--- src/rtl/serial_bridge_pkg.sv ---
// Shared constants and types for the serial bridge.
package serial_bridge_pkg;

    localparam int unsigned BYTE_W        = 8;
    localparam int unsigned DEPTH_DEFAULT = 8;

    typedef logic [BYTE_W-1:0] byte_t;

endpackage

--- src/rtl/byte_fifo.sv ---
// Show-ahead byte FIFO: head_data is the oldest stored byte with no read latency.
module byte_fifo
    import serial_bridge_pkg::*;
#(
    parameter int unsigned DEPTH = DEPTH_DEFAULT
) (
    input  logic                    clock,
    input  logic                    reset,
    input  logic                    push,
    input  logic [BYTE_W-1:0]       push_data,
    input  logic                    pop,
    output logic [BYTE_W-1:0]       head_data,
    output logic [$clog2(DEPTH):0]  count,
    output logic                    full,
    output logic                    empty
);

    localparam int unsigned PTR_W = $clog2(DEPTH);
    localparam int unsigned CNT_W = PTR_W + 1;

    logic [BYTE_W-1:0] mem [DEPTH];
    logic [PTR_W-1:0]  wr_ptr;
    logic [PTR_W-1:0]  rd_ptr;
    logic              push_ok;
    logic              pop_ok;

    // Full/empty come straight from the registered count, so there is no
    // path from a same-cycle pop into the push acceptance.
    assign full      = (count == CNT_W'(DEPTH));
    assign empty     = (count == '0);
    assign push_ok   = push && !full;
    assign pop_ok    = pop && !empty;
    assign head_data = mem[rd_ptr];

    // Storage write; contents are not cleared by reset.
    always_ff @(posedge clock) begin
        if (reset && push_ok) begin
            mem[wr_ptr] <= push_data;
        end
    end

    // Pointers wrap naturally at DEPTH since DEPTH is a power of two.
    always_ff @(posedge clock) begin
        if (!reset) begin
            wr_ptr <= '0;
            rd_ptr <= '0;
            count  <= '0;
        end else begin
            if (push_ok) begin
                wr_ptr <= wr_ptr + PTR_W'(1);
            end
            if (pop_ok) begin
                rd_ptr <= rd_ptr + PTR_W'(1);
            end
            case ({push_ok, pop_ok})
                2'b10:   count <= count + CNT_W'(1);
                2'b01:   count <= count - CNT_W'(1);
                default: count <= count;
            endcase
        end
    end

endmodule

--- src/rtl/serial_bridge.sv ---
// Host <-> processor byte bridge: RX and TX FIFOs plus sticky error flags.
module serial_bridge
    import serial_bridge_pkg::*;
#(
    parameter int unsigned DEPTH = DEPTH_DEFAULT
) (
    input  logic                    clock,
    input  logic                    reset,
    input  logic [BYTE_W-1:0]       host_rx_data,
    input  logic                    host_rx_valid,
    output logic                    host_rx_ready,
    output logic [BYTE_W-1:0]       proc_rx_data,
    output logic                    proc_rx_valid,
    input  logic                    proc_rx_rden,
    input  logic [BYTE_W-1:0]       proc_tx_data,
    input  logic                    proc_tx_wren,
    output logic                    proc_tx_ready,
    output logic [BYTE_W-1:0]       host_tx_data,
    output logic                    host_tx_valid,
    input  logic                    host_tx_ready,
    output logic [$clog2(DEPTH):0]  rx_count,
    output logic [$clog2(DEPTH):0]  tx_count,
    output logic                    err_underflow,
    output logic                    err_overflow
);

    logic rx_full;
    logic rx_empty;
    logic tx_full;
    logic tx_empty;
    logic rx_push;
    logic rx_pop;
    logic tx_push;
    logic tx_pop;

    // Handshake gating: a transfer needs both sides of the handshake.
    assign host_rx_ready = !rx_full;
    assign proc_rx_valid = !rx_empty;
    assign proc_tx_ready = !tx_full;
    assign host_tx_valid = !tx_empty;
    assign rx_push       = host_rx_valid && host_rx_ready;
    assign rx_pop        = proc_rx_rden && proc_rx_valid;
    assign tx_push       = proc_tx_wren && proc_tx_ready;
    assign tx_pop        = host_tx_valid && host_tx_ready;

    byte_fifo #(.DEPTH(DEPTH)) u_rx_fifo (
        .clock     (clock),
        .reset     (reset),
        .push      (rx_push),
        .push_data (host_rx_data),
        .pop       (rx_pop),
        .head_data (proc_rx_data),
        .count     (rx_count),
        .full      (rx_full),
        .empty     (rx_empty)
    );

    byte_fifo #(.DEPTH(DEPTH)) u_tx_fifo (
        .clock     (clock),
        .reset     (reset),
        .push      (tx_push),
        .push_data (proc_tx_data),
        .pop       (tx_pop),
        .head_data (host_tx_data),
        .count     (tx_count),
        .full      (tx_full),
        .empty     (tx_empty)
    );

    // Sticky processor-side protocol errors; host side is gated and cannot err.
    always_ff @(posedge clock) begin
        if (!reset) begin
            err_underflow <= 1'b0;
            err_overflow  <= 1'b0;
        end else begin
            if (proc_rx_rden && !proc_rx_valid) begin
                err_underflow <= 1'b1;
            end
            if (proc_tx_wren && !proc_tx_ready) begin
                err_overflow <= 1'b1;
            end
        end
    end

endmodule

--- config.mk ---
export PLATFORM = sky130hd
export DESIGN_NAME = serial_bridge
export DESIGN_NICKNAME = d
export VERILOG_FILES = /design/src/rtl/serial_bridge_pkg.sv /design/src/rtl/byte_fifo.sv /design/src/rtl/serial_bridge.sv
export SDC_FILE = /design/constraint.sdc
export NUM_CORES = 1
export LEC_CHECK = 0
export BUFFER_PORTS_ARGS = -buffer_cell sky130_fd_sc_hd__buf_2
export CAP_MARGIN = 20
export CORE_MARGIN = 2
export CORE_UTILIZATION = 55
export CTS_CLUSTER_DIAMETER = 200
export DETAILED_ROUTE_END_ITERATION = 6
export PLACE_DENSITY = 0.7
export SETUP_SLACK_MARGIN = 0.2
export SLEW_MARGIN = 10
export SYNTH_ARGS = -nofsm -noshare
export SYNTH_HDL_FRONTEND = slang
export SYNTH_HIERARCHICAL = 1
export SYNTH_SLANG_ARGS = --single-unit
--- constraint.sdc ---
create_clock -name clock -period 6.59 [get_ports clock]
set_input_delay 0.3295 -clock clock [delete_from_list [all_inputs] [get_ports clock]]
set_output_delay 0.3295 -clock clock [all_outputs]
set_load 0.01 [all_outputs]
Word level (Yosys, flattened, before mapping) --
Memory sizes are Yosys's and may differ from the RTL's. A register that Yosys moved wholly into a read port is not among the register bits. Cells that the tools add are included.
Cells by class: add/subtract/negate cells 8, equal/unequal tests 6, multiplexer cells 10, reductions and logical operators 20
Operator list (count):
- one-hot mux 4 bit (2 select lines) | 2
- adder 3 x 1 -> 3 bit (second input constant) | 4
- logical AND 1 bit | 12
- two-way mux 3 bit | 4
- adder 4 x 1 -> 4 bit (second input constant) | 2
- equality test 4 bit (second input constant) | 2
- zero test 4 bit | 2
- subtractor 4 x 1 -> 4 bit (second input constant) | 2
- equality test 2 x 1 -> 1 bit (second input constant) | 2
- equality test 2 bit (second input constant) | 2
- zero test 1 bit | 4
- two-way mux 1 bit | 4
- nonzero test 2 bit | 2
Storage, ports and cells: bits in registers 22, memory bits (writable) 128, input bits 22, logic and storage cells 54, memories 2
Memories:
- u_rx_fifo.mem | depth 8, bits a word 8, read ports 1, clocked after Yosys merged registers in 1, write ports 1, RTL line byte_fifo.sv:21 | logic [BYTE_W-1:0] mem [DEPTH];
- u_tx_fifo.mem | depth 8, bits a word 8, read ports 1, clocked after Yosys merged registers in 1, write ports 1, RTL line byte_fifo.sv:21

Logic depth before layout (Yosys ltp) --
depth in word-level cells 7, gate-level depth with buffers 11

Modules after synthesis --
Netlist, hierarchy kept.
By module, submodules not included:
- byte_fifo | instances 2, cells an instance 170, area each 3140.5 µm², sequential area each 2182.1 µm²
- serial_bridge | instances 1, cells an instance 14, area each 102.6 µm², sequential area each 40.0 µm²

Least setup slack after synthesis --
OpenSTA, ideal clock, no wires.
kind reg-to-reg, from register u_tx_fifo.count[0], to register u_tx_fifo.count[3], setup time 0.072 ns, data arrival time 2.451 ns, required time 6.518 ns, setup slack 4.067 ns, cell stages (with the launch flop) 12, buffers on the path 0, period minus slack after synthesis 2.523 ns, cell sequence dfxtp_1 nor3_1 and2_1 nor2b_1 a21boi_1 inv_1 ha_1 ha_1 a21o_1 a21oi_1 mux2i_1 mux2i_1
On the way: word-level cells in the longest chain between the ends 6
RTL lines:
- start: declaration | RTL line byte_fifo.sv:13 | output logic [$clog2(DEPTH):0] count,
- start signal: assignment | RTL line byte_fifo.sv:56 | 2'b10: count <= count + CNT_W'(1);
- start signal: assignment | RTL line byte_fifo.sv:57 | 2'b01: count <= count - CNT_W'(1);
- start signal: assignment | RTL line byte_fifo.sv:58 | default: count <= count;
- equality test 4 bit * | RTL line byte_fifo.sv:29 | assign full = (count == CNT_W'(DEPTH));
- via tx_full | RTL line serial_bridge.sv:29 | logic tx_full;
- zero test 1 bit * | RTL line serial_bridge.sv:39 | assign proc_tx_ready = !tx_full;
- logical AND 1 bit * | RTL line serial_bridge.sv:43 | assign tx_push = proc_tx_wren && proc_tx_ready;
- via tx_push | RTL line serial_bridge.sv:33 | logic tx_push;
- logical AND 1 bit * | RTL line byte_fifo.sv:31 | assign push_ok = push && !full;
- equality test 2 x 1 -> 1 bit or equality test 2 bit (tied branches) | RTL line byte_fifo.sv:55 | case ({push_ok, pop_ok})
- one-hot mux 4 bit (2 select lines) or nonzero test 2 bit (tied branches)
The timed path passes the listed nets; every way through them passes the cells marked *. A chain may end at the register's enable or synchronous reset.

==> results.toml <==
[clock_tree]
clk_root_buffer_cell = "clkbuf_16"
post_cts_buffers = 0
cts_max_level = 4
numClockSinks = 156
numCtsBuffers = 17
cts_tree = "yes"
max-clock-path-buffers = 2
path_clk_slew_ps = 60
clock_insertion_delay_worst_skew_ps = 420
cts_repair_resize_count = 0
cts_hold_buffers = 0

[status]
outcome = "complete, no violations"

[grt]
grt_usage_pct = 18.49
grt_first_pass_wirelength_mm = 17.25
maximum_number_of_pins_on_one_net_before_global_route_repair = 33
initial_antenna_violation_count = 0
grt_pass1_vias = 3291
globalRoute.totalOverflow = 0

[worst_hold_path]
min_path_type = "input port to flip-flop"

[sta]
fmax_mhz = 358.5
final.min_clock_period_ps = 2789
min_period_over_period_pct = 42.32
skew_ps = 7.949
timing.final.hold_violations = 0
timing.final.setup_violations = 0
setup-tns-final_ps = 0
hold-worst-slack_ps = 177.0
grt_setup_unrepaired = "false"
slew_viol_final = 0
worst-slew-pin-transition_ps = 965.3
maxSlewHeadroom_pct = 35.41

[placed_design]
gp_routability_congestion = 0.7179
detailedPlacementHpwl_mm = 6.872
io_buffers = 51

[detailed_routing]
remaining_drcs = 0
num_vias = 3191
detail_route.wl_per_cell_um = 18.51
wirelength_mm = 10.73
antenna_left = 0
first_pass_iters = 4
mean_number_of_vias_per_cell = 5.502
drc_marker_count_from_the_first_detailed_route_iteration = 180

[floorplanning]
initial_core_util_pct = 56.15
dieHeight_um = 111.7
die-width_um = 111.7
top_level_ports = 52
die_area_um2 = 12480
core_region_area_um2 = 11370
num_rows = 39

[yosys]
yosysTopAreaCell = "edfxtp_1"
asyncSetResetFlopFracSynth_pct = 0
synthesis.instances = 354
synth.top_cell.area_share_pct = 60.21
syn_area_um2 = 6384
seq_area_frac_synth_pct = 68.99
synth_fp_nets = 388
ys_seq_elements = 156
synth-warning-count = 6
average_size_of_a_mapped_cell_um2 = 18.03
synthMostInstantiatedCell = "edfxtp_1"
ys.flop_type = "edfxtp_1"
ys_top_cells_by_count = "edfxtp_1 (128), mux4_1 (30), dfxtp_1 (28)"
number_of_enable_flip_flop_cells_after_synthesis = 128
ys_top_cells_by_area = "edfxtp_1 (60%), mux4_1 (12%), dfxtp_1 (8.8%), mux2_2 (2.8%), ha_1 (2.0%)"
post_synth_num_cell_types = 29

[power]
report.power.total_mw = 2.513
p_leak_nw = 2.663
power_density_nw_per_um2 = 341.2
vdd.ir_drop.worst_v = 0.0002105

[setup_path]
required_ps = 6260
startpoint_class = "flip-flop"
worstSetupEndpointType = "primary output"
arrival_ps = 2460
slowest_stage = "dfxtp_1"
critPathMaxFanout = 16
worst-setup-path-type = "flip-flop to primary output"
cell_by_cell_trace_of_the_critical_path = "mux4_1, mux2_2, buf_2"
critical_path.max_stage_delay_ps = 950

[run]
maxCapViolations = 0

[cells_and_area]
final_net_count = 458
final_layout_size_suffix_gt1_share_pct = 25.40
areaGrowthSynthToFinish_pct = 15.35
insertedDiodeCount = 0
[logic make-up (layout without fill, tap and decap cells)]
logic type      Yosys count  after routing  share of synthesized area, %
fa+ha+maj                12             12                         2.587
flops                   156            156                         68.99
mux                      54             54                         16.82
buf+inv                  26            109                         2.313
xor+xnor                  8              8                         1.097
compound gates           18             18                         1.803
simple gates             80             80                         6.390
[flip-flops by register name, indices dropped and copies added, names as in the netlist, named ones only]
register          cells
u_rx_fifo/count       4
err_overflow          1
u_tx_fifo/mem        64
u_tx_fifo/wr_ptr      3
u_rx_fifo/mem        64
u_rx_fifo/wr_ptr      3
u_tx_fifo/rd_ptr      3
u_tx_fifo/count       4
err_underflow         1
u_rx_fifo/rd_ptr      3
[routing by layer]
metal  vias up  routed length, µm  GRT usage [%]
met5         -                  0              0
met4         0                130          7.654
met3        14                495          4.518
met2        74               5177          29.05
met1      1575               4929          25.12
li1       1528                  -              -
[placed cells by master (no fill, tap or decap), types with 10 or more instances in the layout]
cell,netlist,layout
and2_1,14,14
buf_2,2,51
buf_4,0,12
clkbuf_16,0,17
dfxtp_1,28,28
edfxtp_1,128,128
ha_1,10,10
inv_1,14,14
mux2_2,16,16
mux4_1,30,30
nand2_1,26,26
nor3_1,14,14
[worst max-delay path: cells and delay by family (launching register included)]
family                 cells  cell delay (ps)
flip-flops                 1              950
multiplexers               2              960
buffers and inverters      1              140
[final timing paths]
kind	start	endpoint	slack, ps	cells after the start
max	flip-flop	proc_rx_data[1]	3800	3
min	proc_rx_rden	err_underflow$_SDFFE_PN0P_	180	3
max reg2reg	u_tx_fifo/count[0]$_SDFFE_PN0P_	u_tx_fifo/count[3]$_SDFFE_PN0P_	3880	11
min reg2reg	err_underflow$_SDFFE_PN0P_	err_underflow$_SDFFE_PN0P_	490	2
[through the flow]
step | utilization (%) | instance area, µm² | cells | worst slack, ps
3_3_place_gp | 59.92 | 6813 | 548 | 4011
4_1_cts | 64.76 | 7363 | 580 | 3732
5_1_grt | 64.76 | 7363 | 580 | 3604
2_1_floorplan | - | 6384 | 354 | 4067
6_report | 64.76 | 7363 | 580 | 3801
3_5_place_dp | 59.92 | 6813 | 548 | 3902
[report_power, final]
group          switching, mW  leakage, nW  internal, mW
clock                  0.377        0.259         0.520
combinational          0.193         1.02         0.229
sequential            0.0774         1.38          1.12
total                  0.647         2.66          1.87
[area by class of cell]
class | instances | area [µm²]
clock inverters | 13 | 117.6
clock buffers | 19 | 432.9
multi-input cells | 172 | 1832
inverters | 14 | 52.55
flip-flops and latches | 156 | 4404
well taps | 143 | 178.9
fillers | 796 | 4006
repair buffers | 63 | 345.3
Power figures use the tool's default switching activity.
